<file path="src/rtl/gpio_strobe_pkg.sv">
// Shared definitions for the strobed-GPIO byte output port: register map,
// STATUS bit layout and the strobe sequencer states.
package gpio_strobe_pkg;

    localparam logic [1:0] REG_DATA   = 2'd0;
    localparam logic [1:0] REG_STATUS = 2'd1;
    localparam logic [1:0] REG_CTRL   = 2'd2;

    localparam int STAT_FULL      = 0;
    localparam int STAT_EMPTY     = 1;
    localparam int STAT_BUSY      = 2;
    localparam int STAT_LEVEL_LSB = 3;
    localparam int STAT_LEVEL_W   = 5;

    typedef enum logic [1:0] {
        IDLE  = 2'd0,
        SETUP = 2'd1,
        PULSE = 2'd2,
        HOLD  = 2'd3
    } strobe_state_t;

    function automatic int max3(input int a, input int b, input int c);
        int m;
        m = (a > b) ? a : b;
        return (m > c) ? m : c;
    endfunction

endpackage

</file>
<file path="src/rtl/sync_fifo.sv">
// Single-clock FIFO with push/pop/flush and occupancy level. Push while full is
// accepted only when a pop in the same cycle frees the slot.
module sync_fifo #(
    parameter int WIDTH = 8,
    parameter int DEPTH = 4,
    localparam int AW = $clog2(DEPTH),
    localparam int LW = AW + 1
) (
    input  logic             clk,
    input  logic             n_rst,
    input  logic             push,
    input  logic [WIDTH-1:0] push_data,
    input  logic             pop,
    output logic [WIDTH-1:0] pop_data,
    input  logic             flush,
    output logic             full,
    output logic             empty,
    output logic [LW-1:0]    level
);

    logic [WIDTH-1:0] mem [DEPTH];
    logic [AW-1:0]    wptr;
    logic [AW-1:0]    rptr;
    logic [LW-1:0]    count;
    logic             do_push;
    logic             do_pop;

    assign full     = (count == LW'(DEPTH));
    assign empty    = (count == '0);
    assign level    = count;
    assign do_pop   = pop && !empty;
    assign do_push  = push && (!full || do_pop);
    assign pop_data = mem[rptr];

    always_ff @(posedge clk) begin
        if (do_push && !flush) begin
            mem[wptr] <= push_data;
        end
    end

    // Flush wins over the pointer/count update; a byte popped in the same
    // cycle has already been read out through pop_data.
    always_ff @(posedge clk or negedge n_rst) begin
        if (!n_rst) begin
            wptr  <= '0;
            rptr  <= '0;
            count <= '0;
        end else if (flush) begin
            wptr  <= '0;
            rptr  <= '0;
            count <= '0;
        end else begin
            wptr  <= wptr + AW'(do_push);
            rptr  <= rptr + AW'(do_pop);
            count <= count + LW'(do_push) - LW'(do_pop);
        end
    end

endmodule

</file>
<file path="src/rtl/gpio_strobe_out.sv">
// Bus-attached byte output port: CPU writes are queued in a FIFO and each byte
// is presented on output_pins with a setup / strobe-pulse / hold sequence.
module gpio_strobe_out
    import gpio_strobe_pkg::*;
#(
    parameter int DEPTH        = 4,
    parameter int SETUP_CYCLES = 1,
    parameter int PULSE_CYCLES = 2,
    parameter int HOLD_CYCLES  = 1
) (
    input  logic       clk,
    input  logic       n_rst,
    input  logic       bus_request,
    input  logic       bus_n_we,
    input  logic [1:0] bus_addr,
    input  logic [7:0] bus_data_in,
    output logic       bus_response,
    output logic [7:0] bus_data_out,
    output logic [7:0] output_pins,
    output logic       output_pins_update
);

    localparam int LW     = $clog2(DEPTH) + 1;
    localparam int PH_MAX = max3(SETUP_CYCLES, PULSE_CYCLES, HOLD_CYCLES);
    localparam int PH_W   = (PH_MAX > 1) ? $clog2(PH_MAX) : 1;

    localparam logic [PH_W-1:0] PH_SETUP = PH_W'(SETUP_CYCLES - 1);
    localparam logic [PH_W-1:0] PH_PULSE = PH_W'(PULSE_CYCLES - 1);
    localparam logic [PH_W-1:0] PH_HOLD  = PH_W'(HOLD_CYCLES - 1);

    strobe_state_t   state;
    strobe_state_t   state_next;
    logic [PH_W-1:0] phase_cnt;
    logic [PH_W-1:0] phase_next;

    logic            fifo_push;
    logic            fifo_pop;
    logic            fifo_flush;
    logic            fifo_full;
    logic            fifo_empty;
    logic [LW-1:0]   fifo_level;
    logic [7:0]      fifo_data;

    logic            wr_data;
    logic            push_ok;
    logic            access_done;
    logic [7:0]      status_byte;
    logic [7:0]      rd_data;

    sync_fifo #(
        .WIDTH (8),
        .DEPTH (DEPTH)
    ) u_fifo (
        .clk       (clk),
        .n_rst     (n_rst),
        .push      (fifo_push),
        .push_data (bus_data_in),
        .pop       (fifo_pop),
        .pop_data  (fifo_data),
        .flush     (fifo_flush),
        .full      (fifo_full),
        .empty     (fifo_empty),
        .level     (fifo_level)
    );

    // A DATA write to a full FIFO is held off (no response) until the
    // sequencer pops, so the push and the freed slot meet on the same edge.
    assign fifo_pop    = (state == IDLE) && !fifo_empty;
    assign wr_data     = bus_request && !bus_n_we && (bus_addr == REG_DATA);
    assign push_ok     = !fifo_full || fifo_pop;
    assign fifo_push   = wr_data && push_ok;
    assign fifo_flush  = bus_request && !bus_n_we && (bus_addr == REG_CTRL) && bus_data_in[0];
    assign access_done = bus_request && !(wr_data && !push_ok);

    always_comb begin
        status_byte = '0;
        status_byte[STAT_FULL]  = fifo_full;
        status_byte[STAT_EMPTY] = fifo_empty;
        status_byte[STAT_BUSY]  = (state != IDLE);
        status_byte[STAT_LEVEL_LSB +: STAT_LEVEL_W] = STAT_LEVEL_W'(fifo_level);
    end

    always_comb begin
        rd_data = '0;
        case (bus_addr)
            REG_DATA:   rd_data = output_pins;
            REG_STATUS: rd_data = status_byte;
            default:    rd_data = '0;
        endcase
    end

    always_ff @(posedge clk or negedge n_rst) begin
        if (!n_rst) begin
            bus_response <= 1'b0;
            bus_data_out <= '0;
        end else begin
            bus_response <= access_done;
            bus_data_out <= (access_done && bus_n_we) ? rd_data : '0;
        end
    end

    // Each phase loads phase_cnt with its length minus one and counts down.
    always_comb begin
        state_next = state;
        phase_next = phase_cnt;
        case (state)
            IDLE: begin
                if (!fifo_empty) begin
                    state_next = SETUP;
                    phase_next = PH_SETUP;
                end
            end
            SETUP: begin
                if (phase_cnt == '0) begin
                    state_next = PULSE;
                    phase_next = PH_PULSE;
                end else begin
                    phase_next = phase_cnt - PH_W'(1);
                end
            end
            PULSE: begin
                if (phase_cnt == '0) begin
                    state_next = HOLD;
                    phase_next = PH_HOLD;
                end else begin
                    phase_next = phase_cnt - PH_W'(1);
                end
            end
            HOLD: begin
                if (phase_cnt == '0) begin
                    state_next = IDLE;
                    phase_next = '0;
                end else begin
                    phase_next = phase_cnt - PH_W'(1);
                end
            end
            default: begin
                state_next = IDLE;
                phase_next = '0;
            end
        endcase
    end

    always_ff @(posedge clk or negedge n_rst) begin
        if (!n_rst) begin
            state              <= IDLE;
            phase_cnt          <= '0;
            output_pins        <= '0;
            output_pins_update <= 1'b0;
        end else begin
            state              <= state_next;
            phase_cnt          <= phase_next;
            output_pins_update <= (state_next == PULSE);
            if (fifo_pop) begin
                output_pins <= fifo_data;
            end
        end
    end

endmodule

</file>
<file path="config.mk">
export PLATFORM = sky130hd
export DESIGN_NAME = gpio_strobe_out
export DESIGN_NICKNAME = d
export VERILOG_FILES = /design/src/rtl/gpio_strobe_pkg.sv /design/src/rtl/sync_fifo.sv /design/src/rtl/gpio_strobe_out.sv
export SDC_FILE = /design/constraint.sdc
export NUM_CORES = 1
export LEC_CHECK = 0
export ABC_AREA = 1
export ABC_CLOCK_PERIOD_IN_PS = 1900
export CORE_ASPECT_RATIO = 0.75
export CORE_MARGIN = 1.5
export CORE_UTILIZATION = 35
export CTS_BUF_LIST = sky130_fd_sc_hd__clkbuf_2
export DETAILED_ROUTE_END_ITERATION = 8
export GPL_TIMING_DRIVEN = 0
export PLACE_DENSITY = 0.56
export SKIP_LAST_GASP = 1
export SLEW_MARGIN = 10
export SYNTH_ARGS = -nofsm -noshare
export SYNTH_HDL_FRONTEND = slang
export SYNTH_SLANG_ARGS = --single-unit
</file>
<file path="constraint.sdc">
create_clock -name clk -period 1.9 [get_ports clk]
set_input_delay 0.38 -clock clk [delete_from_list [all_inputs] [get_ports clk]]
set_output_delay 0.38 -clock clk [all_outputs]
set_load 0.01 [all_outputs]
</file>
==> flow_summary.html, run 1 <==
<table>
<tr><th>Metric</th><th>Value</th></tr>
<tr><th colspan="2">Outcome</th></tr>
<tr><td>Run status</td><td>finished, violations left</td></tr>
<tr><td>Violated checks</td><td>negative setup slack</td></tr>
<tr><th colspan="2">Logic synthesis</th></tr>
<tr><td>Seq/Total Area, Yosys</td><td>63.06%</td></tr>
<tr><td>Number of unique standard cell types used by synthesis</td><td>23</td></tr>
<tr><td>Flop and latch count out of synthesis</td><td>60</td></tr>
<tr><td>Synth warnings</td><td>0</td></tr>
<tr><td>Gate Count Post-Synth</td><td>272</td></tr>
<tr><td>Syn nets</td><td>291</td></tr>
<tr><td>Area of the mapped netlist</td><td>2635 um^2</td></tr>
<tr><td>Mean area per synthesized cell</td><td>9.688 um^2</td></tr>
<tr><th colspan="2">GRT</th></tr>
<tr><td>Antenna violations before repair</td><td>0</td></tr>
<tr><td>Total global routing overflow</td><td>0</td></tr>
<tr><td>Largest net degree at the start of global routing</td><td>29</td></tr>
<tr><td>Global-route wire length before repair</td><td>8.493 mm</td></tr>
<tr><td>Total global-route track usage</td><td>14.27%</td></tr>
<tr><td>Number of global-route vias before repair</td><td>1,792</td></tr>
<tr><th colspan="2">Clock network</th></tr>
<tr><td>Buffer levels on the longest clock path</td><td>2</td></tr>
<tr><td>TritonCTS clock tree</td><td>done</td></tr>
<tr><td>Clock insertion delay at the later pin of the skew report</td><td>0.46 ns</td></tr>
<tr><td>Clock sinks</td><td>60</td></tr>
<tr><td>Clock-pin slew on the worst setup and hold paths</td><td>0.16 ns</td></tr>
<tr><td>Clock buffer count from CTS</td><td>9</td></tr>
<tr><td>Count of H-tree levels built during CTS</td><td>3</td></tr>
<tr><td>Clock tree root driver cell</td><td>sky130_fd_sc_hd__clkbuf_2</td></tr>
<tr><th colspan="2">Worst setup path</th></tr>
<tr><td>Count of cell instances traversed by the critical path</td><td>10</td></tr>
<tr><td>Buf+Inv Stages, Crit Path</td><td>4</td></tr>
<tr><td>Critical Path, Cell by Cell</td><td>clkdlybuf4s50_1 &gt; nor2_4 &gt; inv_2 &gt; nor2_2 &gt; nand2_2 &gt; inv_1 &gt; ha_4 &gt; inv_2 &gt; fa_2 &gt; nor2_1</td></tr>
<tr><td>Crit path capture</td><td>u_fifo.level[1]</td></tr>
<tr><td>Worst setup path category</td><td>input port to flip-flop</td></tr>
<tr><td>Critical path data required time</td><td>2.25 ns</td></tr>
<tr><td>Type of origin of the critical path</td><td>input port</td></tr>
<tr><td>Arrival time worst endpoint</td><td>2.26 ns</td></tr>
<tr><td>First element of the critical path</td><td>bus_addr[1]</td></tr>
<tr><td>Library cell contributing the largest single delay on the critical path</td><td>sky130_fd_sc_hd__clkdlybuf4s50_1</td></tr>
<tr><td>Worst setup EP type</td><td>flip-flop</td></tr>
<tr><td>R2r worst-path depth</td><td>10</td></tr>
<tr><td>Maximum cell stage delay along the critical path</td><td>0.54 ns</td></tr>
<tr><td>Worst r2r src</td><td>u_fifo.level[0]</td></tr>
<tr><td>Critical Path Most Common Cell</td><td>sky130_fd_sc_hd__inv_2</td></tr>
<tr><td>Internal reg-to-reg setup slack</td><td>0 ns</td></tr>
<tr><td>Worst reg2reg path endpoint</td><td>u_fifo.level[1]</td></tr>
<tr><td>Maximum fanout count along the critical path</td><td>5</td></tr>
<tr><td>Worst path top cell family by delay</td><td>buffers and inverters</td></tr>
<tr><th colspan="2">Finish</th></tr>
<tr><td>Leading cell type in the layout, fill and taps excluded</td><td>sky130_fd_sc_hd__nand2_1</td></tr>
<tr><td>Area growth from synthesis to layout</td><td>25.69%</td></tr>
<tr><td>Layout fillers</td><td>721</td></tr>
<tr><td>Post-route non-filler standard cell count</td><td>433</td></tr>
<tr><td>Top library cells by usage in the layout, fill and taps aside</td><td>sky130_fd_sc_hd__nand2_1, sky130_fd_sc_hd__inv_1, sky130_fd_sc_hd__edfxtp_1</td></tr>
<tr><td>Register cell area after layout</td><td>1663 um^2</td></tr>
<tr><td>Final #Nets</td><td>346</td></tr>
<tr><td>Area occupied by multi-input gates</td><td>775.7 um^2</td></tr>
<tr><td>Inserted Diodes</td><td>0</td></tr>
<tr><td>Share of post-route cells with drive strength above 1</td><td>17.77%</td></tr>
<tr><th colspan="2">Timing</th></tr>
<tr><td>Final Max Slew Viols</td><td>0</td></tr>
<tr><td>Final Cycle Share</td><td>100.5%</td></tr>
<tr><td>Worst hold margin</td><td>0.4536 ns</td></tr>
<tr><td>Final worst path period need</td><td>1.910 ns</td></tr>
<tr><td>Slew @ Worst Pin</td><td>0.6385 ns</td></tr>
<tr><td>Final Setup Violations</td><td>1</td></tr>
<tr><td>Top achievable clock speed</td><td>523.5 MHz</td></tr>
<tr><td>TNS Setup</td><td>-0.01004 ns</td></tr>
<tr><td>Final Worst Setup Slack</td><td>-0.01004 ns</td></tr>
<tr><td>RSZ-0062 raised after global routing</td><td>yes</td></tr>
<tr><td>Clock Skew</td><td>0.01146 ns</td></tr>
<tr><td>Final number of hold-violating endpoints</td><td>0</td></tr>
<tr><td>Worst rel slew slack</td><td>57.44%</td></tr>
<tr><th colspan="2">Power and ir drop</th></tr>
<tr><td>Power density of the placed cells</td><td>1279 nW/um^2</td></tr>
<tr><td>Highest ir drop seen on vdd</td><td>0.5724 mV</td></tr>
<tr><td>Overall power</td><td>4.235 mW</td></tr>
<tr><td>Static Leak</td><td>1.593 nW</td></tr>
<tr><th colspan="2">Drt</th></tr>
<tr><td>Number of detailed-routing iterations run before antenna repair</td><td>5</td></tr>
<tr><td>Via total after detailed routing</td><td>1,854</td></tr>
<tr><td>Routed wire length</td><td>5.197 mm</td></tr>
<tr><td>Antenna viol nets, final</td><td>0</td></tr>
<tr><td>Routed wire per std cell</td><td>12.00 um</td></tr>
<tr><td>Drt drc</td><td>0</td></tr>
<tr><td>Mean number of vias per cell</td><td>4.282</td></tr>
<tr><td>DRC marker count from the first detailed-route iteration</td><td>102</td></tr>
<tr><th colspan="2">Flow run</th></tr>
<tr><td>Max cap viols</td><td>0</td></tr>
<tr><th colspan="2">Placed design</th></tr>
<tr><td>DP Wirelength</td><td>3.584 mm</td></tr>
<tr><td>Setup slack at placement</td><td>-0.6766 ns</td></tr>
<tr><td>Placed Instances</td><td>404</td></tr>
<tr><td>GPL Wtd Cong</td><td>0.7999</td></tr>
<tr><td>Count of input and output buffers</td><td>31</td></tr>
<tr><th colspan="2">Floorplanning</th></tr>
<tr><td>Floorplan die area</td><td>8064 um^2</td></tr>
<tr><td>Die width</td><td>103.2 um</td></tr>
<tr><td>Total core area</td><td>7331 um^2</td></tr>
<tr><td>Initial standard-cell utilization of the core</td><td>35.94%</td></tr>
<tr><td>Die Height</td><td>78.15 um</td></tr>
<tr><td>Num ports</td><td>32</td></tr>
<tr><td>Floorplan row count</td><td>27</td></tr>
<tr><th colspan="2">Hold path</th></tr>
<tr><td>Hold/Removal Path Class</td><td>input port to async pin</td></tr>
</table>
-- timing repair --
action	4_1_cts	5_1_grt
hold buffers	1	0
gates resized for setup	7	5
buffers inserted	4	8
pin swaps	3	4
setup endpoints to repair	34	23
hold endpoints to repair	28	0
-- logic make-up (layout without fill, tap and decap cells) --
family | after synthesis | in the layout | synth area share, %
simple gates | 136 | 136 | 22.36
compound gates | 8 | 8 | 1.614
buf+inv | 60 | 120 | 9.307
xor+xnor | 3 | 3 | 0.9973
flops | 60 | 60 | 63.06
fa+ha+maj | 5 | 5 | 2.659
-- sequential cells by signal, summed over array words and instances, names as in the netlist --
register	flops
u_fifo.rptr	2
u_fifo.level	3
state	2
u_fifo.wptr	2
output_pins_update	1
output_pins	8
u_fifo.mem	32
bus_response	1
bus_data_out	8
phase_cnt	1
-- synth_stat cells --
library cell | number | area, um^2
sky130_fd_sc_hd__inv_1 | 52 | 195.2
sky130_fd_sc_hd__buf_6 | 2 | 22.52
sky130_fd_sc_hd__nor2_1 | 13 | 48.80
sky130_fd_sc_hd__nor3_4 | 1 | 16.27
sky130_fd_sc_hd__o21ai_0 | 1 | 5.000
sky130_fd_sc_hd__xor2_1 | 1 | 8.760
sky130_fd_sc_hd__nor2_2 | 2 | 12.51
sky130_fd_sc_hd__a21oi_1 | 6 | 30.03
sky130_fd_sc_hd__nand2_1 | 92 | 345.3
sky130_fd_sc_hd__nand3_1 | 21 | 105.1
sky130_fd_sc_hd__nand2_4 | 1 | 11.26
sky130_fd_sc_hd__dfrtp_1 | 28 | 700.7
sky130_fd_sc_hd__edfxtp_1 | 32 | 960.9
sky130_fd_sc_hd__ha_1 | 4 | 50.05
sky130_fd_sc_hd__nor2b_2 | 1 | 8.760
sky130_fd_sc_hd__a21boi_0 | 1 | 7.510
sky130_fd_sc_hd__buf_2 | 2 | 10.01
sky130_fd_sc_hd__xnor2_1 | 2 | 17.52
sky130_fd_sc_hd__nor2_4 | 2 | 22.52
sky130_fd_sc_hd__inv_4 | 1 | 6.260
sky130_fd_sc_hd__nand2_2 | 3 | 18.77
sky130_fd_sc_hd__inv_2 | 3 | 11.26
sky130_fd_sc_hd__fa_1 | 1 | 20.02
-- worst min path at each step --
stage,end,start,slack [ns]
5_1_grt,output_pins[5],n_rst,0.47
3_3_place_gp,phase_cnt,state[1],0.47
2_1_floorplan,bus_data_out[0],n_rst,0.08
6_report,output_pins[7],n_rst,0.45
3_5_place_dp,output_pins[5],n_rst,0.44
4_1_cts,output_pins[4],n_rst,0.42
-- power by group --
part,total [mW],internal [mW],switching (mW)
Clock,0.618,0.174,0.444
Combinational,1.84,0.822,1.02
Sequential,1.78,1.61,0.167
Total,4.24,2.61,1.63
-- cell type report --
| type | instances | area share, % |
|---|---|---|
| inverter | 56 | 6.573 |
| multi-input combinational | 152 | 23.42 |
| sequential | 60 | 50.21 |
| clock buffer | 11 | 1.662 |
| buffer | 4 | 0.9822 |
| tap | 101 | 3.816 |
| clock inverter | 5 | 0.8689 |
| timing repair buffer | 44 | 12.47 |
-- per-stage QoR --
step / area (um^2) / utilization (%)
after CTS: 3239 / 44.19
after floorplan: 2668 / -
after global routing: 3312 / 45.18
after detailed placement: 3099 / 42.28
final: 3312 / 45.18
after global placement: 3104 / 42.35
-- routing by layer --
metal,part of all wire [%],global-route usage (%),vias up
li1,-,-,940
met1,49,19.82,869
met2,45,20.66,37
met3,4.7,4.898,8
met4,1.3,5.135,0
met5,0,0,-
No activity file was read; power rests on OpenSTA's default activity.
==> inputs of run 2 (changes only) <==
--- a/config.mk
+++ b/config.mk
@@ -12,6 +12,7 @@
 export CORE_UTILIZATION = 35
 export CTS_BUF_LIST = sky130_fd_sc_hd__clkbuf_2
 export DETAILED_ROUTE_END_ITERATION = 8
+export GPL_ROUTABILITY_DRIVEN = 0
 export GPL_TIMING_DRIVEN = 0
 export PLACE_DENSITY = 0.56
 export SKIP_LAST_GASP = 1
==> results of run 2 <==
No change in the layout: final DEF, timing and power equal those of run 1.
==> inputs of run 3 (changes only) <==
--- a/config.mk
+++ b/config.mk
@@ -7,6 +7,7 @@
 export LEC_CHECK = 0
 export ABC_AREA = 1
 export ABC_CLOCK_PERIOD_IN_PS = 1900
+export CAP_MARGIN = 5
 export CORE_ASPECT_RATIO = 0.75
 export CORE_MARGIN = 1.5
 export CORE_UTILIZATION = 35
==> results of run 3 <==
No change in the layout: final DEF, timing and power equal those of run 1.
